<file path="src/rtl/wb_master_bridge.sv">
// Single-outstanding Wishbone classic initiator: valid/ready request in, one WB cycle out, one-cycle response pulse.
// Optional bus timeout abort enabled by defining WB_MASTER_TIMEOUT_EN.
module wb_master_bridge #(
  parameter int unsigned AW             = 32,
  parameter int unsigned DW             = 32,
  parameter int unsigned TIMEOUT_CYCLES = 255
) (
  input  logic            clk,
  input  logic            rst,
  input  logic            req_valid_i,
  output logic            req_ready_o,
  input  logic            req_we_i,
  input  logic [AW-1:0]   req_addr_i,
  input  logic [DW-1:0]   req_wdata_i,
  input  logic [DW/8-1:0] req_sel_i,
  output logic            rsp_valid_o,
  output logic [DW-1:0]   rsp_rdata_o,
  output logic            rsp_err_o,
  output logic [AW-1:0]   wb_addr_o,
  output logic [DW-1:0]   wb_data_o,
  input  logic [DW-1:0]   wb_data_i,
  output logic            wb_we_o,
  output logic [DW/8-1:0] wb_sel_o,
  output logic            wb_stb_o,
  output logic            wb_cyc_o,
  input  logic            wb_ack_i,
  input  logic            wb_err_i
);

  localparam int unsigned SW = DW / 8;

  localparam logic [1:0] ST_IDLE = 2'd0;
  localparam logic [1:0] ST_BUS  = 2'd1;
  localparam logic [1:0] ST_RESP = 2'd2;

  logic [1:0]    state_q, state_d;
  logic          req_ready_q, req_ready_d;
  logic          rsp_valid_q, rsp_valid_d;
  logic [DW-1:0] rsp_rdata_q, rsp_rdata_d;
  logic          rsp_err_q, rsp_err_d;
  logic [AW-1:0] wb_addr_q, wb_addr_d;
  logic [DW-1:0] wb_data_q, wb_data_d;
  logic          wb_we_q, wb_we_d;
  logic [SW-1:0] wb_sel_q, wb_sel_d;
  logic          wb_stb_q, wb_stb_d;
  logic          wb_cyc_q, wb_cyc_d;
  logic          timeout_c;

`ifdef WB_MASTER_TIMEOUT_EN
  localparam int unsigned CNT_LOG = $clog2(TIMEOUT_CYCLES + 1);
  localparam int unsigned CW      = (CNT_LOG < 8) ? 8 : ((CNT_LOG > 16) ? 16 : CNT_LOG);

  logic [CW-1:0] tmo_cnt_q, tmo_cnt_d;

  // Counter holds zero outside BUS, so it is cleared on every entry into BUS
  always_comb begin
    tmo_cnt_d = '0;
    if (state_q == ST_BUS) begin
      tmo_cnt_d = tmo_cnt_q + CW'(1);
    end
  end

  assign timeout_c = (state_q == ST_BUS) && (tmo_cnt_q == CW'(TIMEOUT_CYCLES - 1));

  always_ff @(posedge clk or negedge rst) begin
    if (!rst) begin
      tmo_cnt_q <= '0;
    end else begin
      tmo_cnt_q <= tmo_cnt_d;
    end
  end
`else
  localparam int unsigned unused_timeout_cycles = TIMEOUT_CYCLES;
  assign timeout_c = 1'b0;
`endif

  // Next-state and registered-output logic
  always_comb begin
    state_d     = state_q;
    req_ready_d = req_ready_q;
    rsp_valid_d = 1'b0;
    rsp_rdata_d = rsp_rdata_q;
    rsp_err_d   = rsp_err_q;
    wb_addr_d   = wb_addr_q;
    wb_data_d   = wb_data_q;
    wb_we_d     = wb_we_q;
    wb_sel_d    = wb_sel_q;
    wb_stb_d    = wb_stb_q;
    wb_cyc_d    = wb_cyc_q;

    case (state_q)
      ST_IDLE: begin
        req_ready_d = 1'b1;
        if (req_valid_i) begin
          wb_addr_d   = req_addr_i;
          wb_data_d   = req_wdata_i;
          wb_sel_d    = req_sel_i;
          wb_we_d     = req_we_i;
          wb_cyc_d    = 1'b1;
          wb_stb_d    = 1'b1;
          req_ready_d = 1'b0;
          state_d     = ST_BUS;
        end
      end
      ST_BUS: begin
        // Error beats ack; both beat timeout
        if (wb_err_i || (!wb_ack_i && timeout_c)) begin
          wb_cyc_d    = 1'b0;
          wb_stb_d    = 1'b0;
          rsp_err_d   = 1'b1;
          rsp_rdata_d = '0;
          rsp_valid_d = 1'b1;
          state_d     = ST_RESP;
        end else if (wb_ack_i) begin
          wb_cyc_d    = 1'b0;
          wb_stb_d    = 1'b0;
          wb_we_d     = 1'b0;
          rsp_err_d   = 1'b0;
          rsp_rdata_d = wb_we_q ? '0 : wb_data_i;
          rsp_valid_d = 1'b1;
          state_d     = ST_RESP;
        end
      end
      ST_RESP: begin
        req_ready_d = 1'b1;
        state_d     = ST_IDLE;
      end
      default: begin
        wb_cyc_d    = 1'b0;
        wb_stb_d    = 1'b0;
        req_ready_d = 1'b1;
        state_d     = ST_IDLE;
      end
    endcase
  end

  always_ff @(posedge clk or negedge rst) begin
    if (!rst) begin
      state_q     <= ST_IDLE;
      req_ready_q <= 1'b1;
      rsp_valid_q <= 1'b0;
      rsp_rdata_q <= '0;
      rsp_err_q   <= 1'b0;
      wb_addr_q   <= '0;
      wb_data_q   <= '0;
      wb_we_q     <= 1'b0;
      wb_sel_q    <= '0;
      wb_stb_q    <= 1'b0;
      wb_cyc_q    <= 1'b0;
    end else begin
      state_q     <= state_d;
      req_ready_q <= req_ready_d;
      rsp_valid_q <= rsp_valid_d;
      rsp_rdata_q <= rsp_rdata_d;
      rsp_err_q   <= rsp_err_d;
      wb_addr_q   <= wb_addr_d;
      wb_data_q   <= wb_data_d;
      wb_we_q     <= wb_we_d;
      wb_sel_q    <= wb_sel_d;
      wb_stb_q    <= wb_stb_d;
      wb_cyc_q    <= wb_cyc_d;
    end
  end

  assign req_ready_o = req_ready_q;
  assign rsp_valid_o = rsp_valid_q;
  assign rsp_rdata_o = rsp_rdata_q;
  assign rsp_err_o   = rsp_err_q;
  assign wb_addr_o   = wb_addr_q;
  assign wb_data_o   = wb_data_q;
  assign wb_we_o     = wb_we_q;
  assign wb_sel_o    = wb_sel_q;
  assign wb_stb_o    = wb_stb_q;
  assign wb_cyc_o    = wb_cyc_q;

endmodule

</file>
<file path="config.mk">
export PLATFORM = sky130hd
export DESIGN_NAME = wb_master_bridge
export DESIGN_NICKNAME = d
export VERILOG_FILES = /design/src/rtl/wb_master_bridge.sv
export SDC_FILE = /design/constraint.sdc
export NUM_CORES = 1
export LEC_CHECK = 0
export ABC_CLOCK_PERIOD_IN_PS = 1700
export BUFFER_PORTS_ARGS = -buffer_cell sky130_fd_sc_hd__buf_2
export CORE_ASPECT_RATIO = 1.5
export CORE_MARGIN = 5
export CORE_UTILIZATION = 47
export CTS_BUF_LIST = sky130_fd_sc_hd__clkbuf_8
export DETAILED_ROUTE_END_ITERATION = 10
export GPL_TIMING_DRIVEN = 0
export HOLD_SLACK_MARGIN = 0.02
export PLACE_DENSITY_LB_ADDON = 0.15
export SLEW_MARGIN = 10
export SYNTH_ARGS = -nofsm -noshare
export SYNTH_HDL_FRONTEND = slang
export SYNTH_SLANG_ARGS = --single-unit
</file>
<file path="constraint.sdc">
create_clock -name clk -period 1.7 [get_ports clk]
set_input_delay 0.17 -clock clk [delete_from_list [all_inputs] [get_ports clk]]
set_output_delay 0.17 -clock clk [all_outputs]
set_load 0.05 [all_outputs]
</file>
# == Word-level counts from Yosys, hierarchy flattened ==
# Index checks and enable logic that the tools add are counted.
# word_totals
ff_bits,107
inputBits,106
# classes
eq_ne,6
n_mux,20
n_bitwise,1
n_reduce_logical,8
# op_table
operator,n
32-bit 2-to-1 mux,3
1-bit 2-to-1 mux,10
2-bit 2-to-1 mux,3
"2-bit != test, second input constant",3
2-bit AND reduction,3
1-bit one-hot mux with 2 select lines,2
2-bit one-hot mux with 2 select lines,1
4-bit AND reduction,1
2-bit nonzero test,2
"3-bit != test, second input constant",1
1-bit one-hot mux with 3 select lines,1
3-bit AND reduction,1
"2-bit by 1-bit equality test with 1-bit output, second input constant",1
"2-bit equality test, second input constant",1
2-bit zero test,1
1-bit inverter,1

# == Logic depth before layout (Yosys ltp) ==
# Gate-level depths: netlist of run 1.
# depth
depth_word,3
mapped_depth,4
depth_no_buf,3

# == Least setup slack after synthesis of run 1 ==
# OpenSTA, ideal clock, no wires.
# synth_path
path_type,register -> register
startpoint,reg state_q[0]
endpoint,"reg wb_addr_q[0], in the netlist wb_addr_o[0]"
arrival_ns,1.220
required_ns,1.573
setup_slack_ns,0.353
path_stages_with_launch,5
n_path_buf,2
cell_sequence,dfrtp_1 nor3b_1 buf_4 buf_6 mux2_1
# synth_via
elab_chain_cells,2
# synth_rtl
item,line_no,text
from (decl),36,"logic [1:0] state_q, state_d;"
from (signal assigned),151,state_q <= state_d;
2-bit zero test,91,case (state_q)
2-bit AND reduction (no line),n/a,
to (signal assigned),156,wb_addr_q <= wb_addr_d;
to (decl),41,"logic [AW-1:0] wb_addr_q, wb_addr_d;"
# Every way passes these cells.
# A chain may end at the register's enable or synchronous reset.

# == Final worst setup path of run 1 ==
# layout_path
startpoint,reg state_q[0]
endpoint,"reg wb_data_q[11], in the netlist wb_data_o[11]"
# layout_via
elab_chain_cells,2
# layout_rtl
item,line_no,text
2-bit zero test,91,
2-bit AND reduction (no line),n/a,
to (signal assigned),157,wb_data_q <= wb_data_d;
to (decl),42,"logic [DW-1:0] wb_data_q, wb_data_d;"
# Every way passes these cells.

==> reports/results.tsv, run 1 <==
stage	metric	value	unit
finish	drive_gt1_share	39.3	%
setup_path	crit_buf_inv	2	
finish	finalNetCount	729	
run	drv_cap	0	
placement	place_area	5390	um^2
timing	whs	39.7	ps
global_routing	use_met2	39.6	%
global_routing	grt_pass1_wl	19.0	mm
timing	skew	7.63	ps
floorplan	die_h	125	um
setup_path	regToRegStartpoint	state_q[0]	
finish	final_core_util	74.0	%
global_routing	grt_max_degree	84	
synth	ys_seq_area_share	64.4	%
timing	tns	0	ps
synth	syn_inst	314	
global_routing	top_usage_layer	met2	
detailed_routing	drtIter0Drc	114	
clock_tree	cts-root-buf	clkbuf_8	
detailed_routing	totalWireLength	11.7	mm
pwr	total_leakage_power	3.19	nW
clock_tree	clock_path_buffers	2	
finish	final_cell_area	6450	um^2
hold_path	hold_path.class	in2reg	
pwr	pwr_density_cell	1790	nW/um^2
global_routing	grt_use_total	22.2	%
floorplan	die-area	10900	um^2
setup_path	crit_fanout	10	
synth	synth-seq-cells	107	
timing	period_needed	1510	ps
detailed_routing	avgRoutedWirePerCell	15.9	um
finish	final_cell_mix	buf_2 (215), dfrtp_1 (106), dlygate4sd3_1 (86), mux2_1 (68), o21ai_1 (63)	
timing	grt_setup_unrepaired	no	
clock_tree	postCtsSetupRepairBufs	0	
detailed_routing	dr.pass1.iters	4	
finish	layout_commonest_cell	buf_2	
synth	syn-mean-instance-area	13.2	um^2
finish	num-fill-cells	581	
hold_path	min_from	req_wdata_i[14]	
placement	gp_congestion	0.749	
setup_path	cpPeakStageDelay	430	ps
clock_tree	clk_pin_slew	90	ps
clock_tree	cts_tree	yes	
timing	tightest_slew	454	ps
pwr	max-vdd-ir-drop	0.000994	V
global_routing	antenna_found_initial	0	
synth	netlist_area	4160	um^2
detailed_routing	drc	0	
floorplan	core-area	8720	um^2
floorplan	initial_core_util	47.7	%
synth	synth_fp_nets	420	
floorplan	placementRows	42	
placement	dp_hpwl	7.95	mm
timing	slew_violations	0	
setup_path	critPathKind	reg2reg	
clock_tree	insertion_delay	360	ps
synth	synth_edf_count	0	
setup_path	cp_data_arrival_time	1750	ps
global_routing	grt_use_met1	24.5	%
clock_tree	clkSinkCount	107	
floorplan	ios	212	
timing	hold_viol_final	0	
clock_tree	cts.repair.resized	0	
setup_path	required	1940	ps
floorplan	die_x	86.8	um
global_routing	gr-usage-met3	5.33	%
detailed_routing	vias_per_cell	4.88	
clock_tree	cts_max_level	3	
finish	syn_to_final_growth	55.2	%
setup_path	endpoint_kind	flip-flop	
run_status	outcome	finished, final reports clean	
placement	io_buffers	211	
setup_path	cp_cell_sequence	nor3b_1, buf_4, buf_6, mux2_1	
setup_path	slowest_stage	dfrtp_1	
detailed_routing	antenna_left	0	
clock_tree	cts_inserted_buffers	9	
detailed_routing	via_count	3605	
synth	dominantRegCellSynth	dfrtp_1	
synth	synthArstFlopShare	100	%
synth	yosysWarnings	0	
timing	setup_viol	0	
synth	ys_types	25	
global_routing	grt_overflow_total	0	
setup_path	crit_family	flip-flops	
timing	post-route-period-util	88.7	%
timing	slew_headroom	69.7	%
timing	max_freq	0.663	GHz
global_routing	grt_pass1_vias	3964	
clock_tree	ctsHoldBuffers	85	
setup_path	crit_start	state_q[0]	
setup_path	start_kind	flip-flop	
## state kept, by name (all words and copies together) (netlist names)
register / cells
req_ready_o: 1
rsp_err_o: 1
rsp_rdata_o: 32
rsp_valid_o: 1
state_q: 2
wb_addr_o: 32
wb_data_o: 32
wb_sel_o: 4
wb_stb_o: 1
wb_we_o: 1
## final cells by class
| cell class | instances | area, um^2 | area share (%) |
|---|---|---|---|
| Sequential cell | 107 | 2680 | 41.5 |
| Tap cell | 110 | 138 | 2.13 |
| Antenna cell | 1 | 2.50 | 0.0388 |
| Multi-Input combinational cell | 181 | 1320 | 20.4 |
| Buffer | 21 | 145 | 2.25 |
| Timing Repair Buffer | 298 | 1950 | 30.2 |
| Clock inverter | 5 | 52.6 | 0.814 |
| Inverter | 5 | 18.8 | 0.291 |
| Clock buffer | 11 | 151 | 2.35 |
## worst paths after layout
path | to | slack, ps | depth (start not counted)
setup / recovery | wb_data_o[11] | 190 | 4
hold / removal | wb_data_o[14] | 40 | 2
setup reg to reg | wb_data_o[11] | 190 | 4
hold reg to reg | wb_sel_o[0] | 490 | 1
max in group asynchronous | rsp_rdata_o[7] | 810 | 3
min in group asynchronous | wb_data_o[19] | 220 | 2
## power breakdown
group | switching [W] | internal, W
Combinational | 0.00455 | 0.00151
Clock | 0.000811 | 0.000755
Sequential | 0.000445 | 0.00346
## stage by stage
stage	std cells	total power (W)	setup WS (ps)
5_1_grt	738	0.0121	63.7
3_5_place_dp	636	0.00985	187
4_1_cts	737	0.0116	163
6_report	739	0.0115	191
3_3_place_gp	635	0.00972	-692
2_1_floorplan	314	0.00830	353
## synth_stat cells, types with 2 or more instances
cell      instances  area share [%]
buf_2             5            0.60
buf_4             2            0.36
buf_6             7             1.9
clkbuf_1          7            0.63
dfrtp_1         106              64
inv_1             3            0.27
inv_2             2            0.18
mux2_1           68              18
nand2_1          33             3.0
nor2_1            3            0.27
nor2_2            2            0.30
o21ai_1          63             7.6
## per-layer routing
metal	wire length, um	vias up	part of all wire, %
li1	-	1692	-
met1	4190	1733	36
met2	6280	153	54
met3	913	27	7.8
met4	340	0	2.9
met5	0	-	0
## cells by family (layout without fill, tap and decap cells)
family | after synthesis | after routing | synth area share (%)
multiplexers | 68 | 68 | 18.4
AO/OA/AOI/OAI | 71 | 71 | 9.00
other | 0 | 1 | 0
AND/OR/NAND/NOR | 42 | 42 | 4.21
buffers and inverters | 26 | 340 | 3.94
flip-flops | 107 | 107 | 64.4
Power figures use the tool's default switching activity.
==> run 2: changes to the inputs <==
--- a/config.mk
+++ b/config.mk
@@ -13,8 +13,9 @@
 export CTS_BUF_LIST = sky130_fd_sc_hd__clkbuf_8
 export DETAILED_ROUTE_END_ITERATION = 10
 export GPL_TIMING_DRIVEN = 0
-export HOLD_SLACK_MARGIN = 0.02
+export HOLD_SLACK_MARGIN = 0.15
 export PLACE_DENSITY_LB_ADDON = 0.15
+export RECOVER_POWER = 25
 export SLEW_MARGIN = 10
 export SYNTH_ARGS = -nofsm -noshare
 export SYNTH_HDL_FRONTEND = slang
==> run 2 against run 1 <==
Against the previous run: clock-buffer cell count unchanged; sequential power about the same; critical path depth stayed put; die area is the same; sequential share of layout area shrank 1.1 points; clock power barely moved; final cell count is 2.4% higher; flip-flop and latch count unchanged; register-to-register slack got worse by 120 ps; critical path type unchanged; largest power group unchanged; highest routed layer unchanged.
==> reports/results.tsv, run 2 (synthesis results as in run 1) <==
stage	metric	value	unit	change
clock_tree	clkSinkCount	107		unchanged
hold_path	hold_path.class	in2reg		
finish	stdcell_count	757		+2.4%
clock_tree	clock_path_buffers	2		unchanged
placement	dp_cells	636		unchanged
pwr	total_leakage_power	3.26	nW	+2.3%
clock_tree	cts.repair.resized	0		unchanged
setup_path	crit_family	buffers and inverters		
detailed_routing	dr.pass1.iters	4		unchanged
pwr	pwr_density_cell	1750	nW/um^2	-2.0%
setup_path	endpoint_kind	flip-flop		
global_routing	antenna_found_initial	1		+1
clock_tree	clk_pin_slew	90	ps	about the same
clock_tree	cts_max_level	3		unchanged
global_routing	grt_overflow_total	0		unchanged
floorplan	die-area	10900	um^2	unchanged
setup_path	crit_buf_inv	1		-1
detailed_routing	drc	0		unchanged
run	drv_cap	0		unchanged
detailed_routing	totalWireLength	12.2	mm	+3.8%
pwr	p_comb_share	52.8	%	+0.2 points
finish	final_core_util	76.0	%	+2.0 points
floorplan	initial_core_util	47.7	%	unchanged
floorplan	core-area	8720	um^2	unchanged
floorplan	placementRows	42		unchanged
finish	num-fill-cells	560		-3.6%
finish	finalNetCount	747		+2.5%
timing	hold_viol_final	0		unchanged
timing	post-route-period-util	95.9	%	+7.2 points
global_routing	grt_use_total	23.1	%	+0.88 points
clock_tree	postCtsSetupRepairBufs	0		unchanged
floorplan	die_h	125	um	unchanged
clock_tree	ctsHoldBuffers	104		+22%
timing	max_freq	0.613	GHz	-7.5%
timing	slew_violations	0		unchanged
run_status	outcome	finished, final reports clean		
setup_path	critPathKind	reg2reg		
setup_path	start_kind	flip-flop		
timing	skew	6.81	ps	-0.819 ps
finish	layout_commonest_cell	buf_2		
setup_path	slowest_stage	dlygate4sd3_1		
placement	dp_hpwl	7.95	mm	unchanged
clock_tree	cts_tree	yes		
placement	io_buffers	211		unchanged
clock_tree	cts_inserted_buffers	9		unchanged
timing	grt_setup_unrepaired	no		
timing	tightest_slew	672	ps	+218 ps
setup_path	cpPeakStageDelay	550	ps	+120 ps
detailed_routing	avgRoutedWirePerCell	16.1	um	+1.3%
finish	drive_gt1_share	38.2	%	-1.1 points
global_routing	grt_max_degree	84		unchanged
clock_tree	insertion_delay	360	ps	about the same
detailed_routing	antenna_left	0		unchanged
timing	slew_headroom	55.2	%	-15 points
placement	gp_congestion	0.749		unchanged
floorplan	ios	212		unchanged
finish	final_cell_mix	buf_2 (215), dfrtp_1 (106), dlygate4sd3_1 (104), mux2_1 (68), o21ai_1 (63)		
pwr	swShare	50.4	%	about the same
global_routing	grt_pass1_wl	19.5	mm	+3.0%
setup_path	cp_data_arrival_time	1880	ps	+130 ps
pwr	p_sw	0.00584	W	+0.55%
pwr	clkPwrFrac	13.5	%	about the same
timing	period_needed	1630	ps	+122 ps
pwr	pwr-share-seq	33.8	%	about the same
detailed_routing	vias_per_cell	4.91		+0.68%
timing	setup_viol	0		unchanged
detailed_routing	drtIter0Drc	95		-17%
floorplan	die_x	86.8	um	unchanged
setup_path	rrSetupSlack	70	ps	-120 ps
setup_path	required	1950	ps	about the same
setup_path	crit_fanout	6		-4
pwr	max-vdd-ir-drop	0.00107	V	+7.7%
global_routing	grt_pass1_vias	4060		+2.4%
pwr	p_int	0.00576	W	+0.69%
detailed_routing	via_count	3718		+3.1%
setup_path	cp_cell_sequence	and2b_1, nand2_1, a22o_1, dlygate4sd3_1		
clock_tree	cts-root-buf	clkbuf_8		
finish	syn_to_final_growth	59.4	%	
[run 2: path summary, 6_finish.rpt]
kind | from | end | cells past startpoint
max | state_q[1] | rsp_err_o | 4
min | wb_ack_i | wb_we_o | 3
max reg2reg | state_q[1] | rsp_err_o | 4
min reg2reg | wb_addr_o[23] | wb_addr_o[23] | 1
max in group asynchronous | rst | rsp_rdata_o[7] | 3
min in group asynchronous | rst | wb_data_o[19] | 2
[run 2: stage by stage]
step           setup TNS, ps  setup slack, ps  power, W  hold slack [ps]  area, um^2
5_1_grt                    0             3.58    0.0122              207        6630
3_3_place_gp          -72820             -692   0.00972              386        5350
6_report                   0             69.7    0.0116              192        6630
3_5_place_dp               0              187   0.00985             46.2        5390
2_1_floorplan              0              353   0.00830             -126        4160
4_1_cts                    0             64.9    0.0116              167        6630
[run 2: worst register-to-register path, delay by kind of cell, from the launching register on]
| kind | cells | cell delay [ps] |
|---|---|---|
| buffers and inverters | 1 | 550 |
| flip-flops | 1 | 410 |
| AND/OR/NAND/NOR | 2 | 390 |
| AO/OA/AOI/OAI | 1 | 170 |
[run 2: routing by layer]
metal	vias to the layer above	global-route usage (%)	share of wire, %
li1	1727	-	-
met1	1820	24.6	36
met2	143	42.5	55
met3	28	4.94	6.4
met4	0	9.63	2.9
met5	-	0	0
[run 2: final cells by class]
type	instances	area [um^2]	share of cell area, %
repair buffers	316	2120	32.1
flip-flops and latches	107	2680	40.4
clock inverters	5	52.6	0.793
inverters	5	18.8	0.283
plain buffers	21	145	2.19
clock buffers	11	151	2.28
diodes	1	2.50	0.0378
multi-input cells	181	1320	19.8
well taps	110	138	2.08
[run 2: power by group through the flow]
stage,clock network [W],logic [W],registers [W]
after floorplan,0,0.00114,0.00717
after global placement,0,0.00584,0.00388
after detailed placement,0,0.00592,0.00393
after CTS,0.00163,0.00612,0.00389
after global routing,0.00171,0.00641,0.00403
final,0.00156,0.00612,0.00392
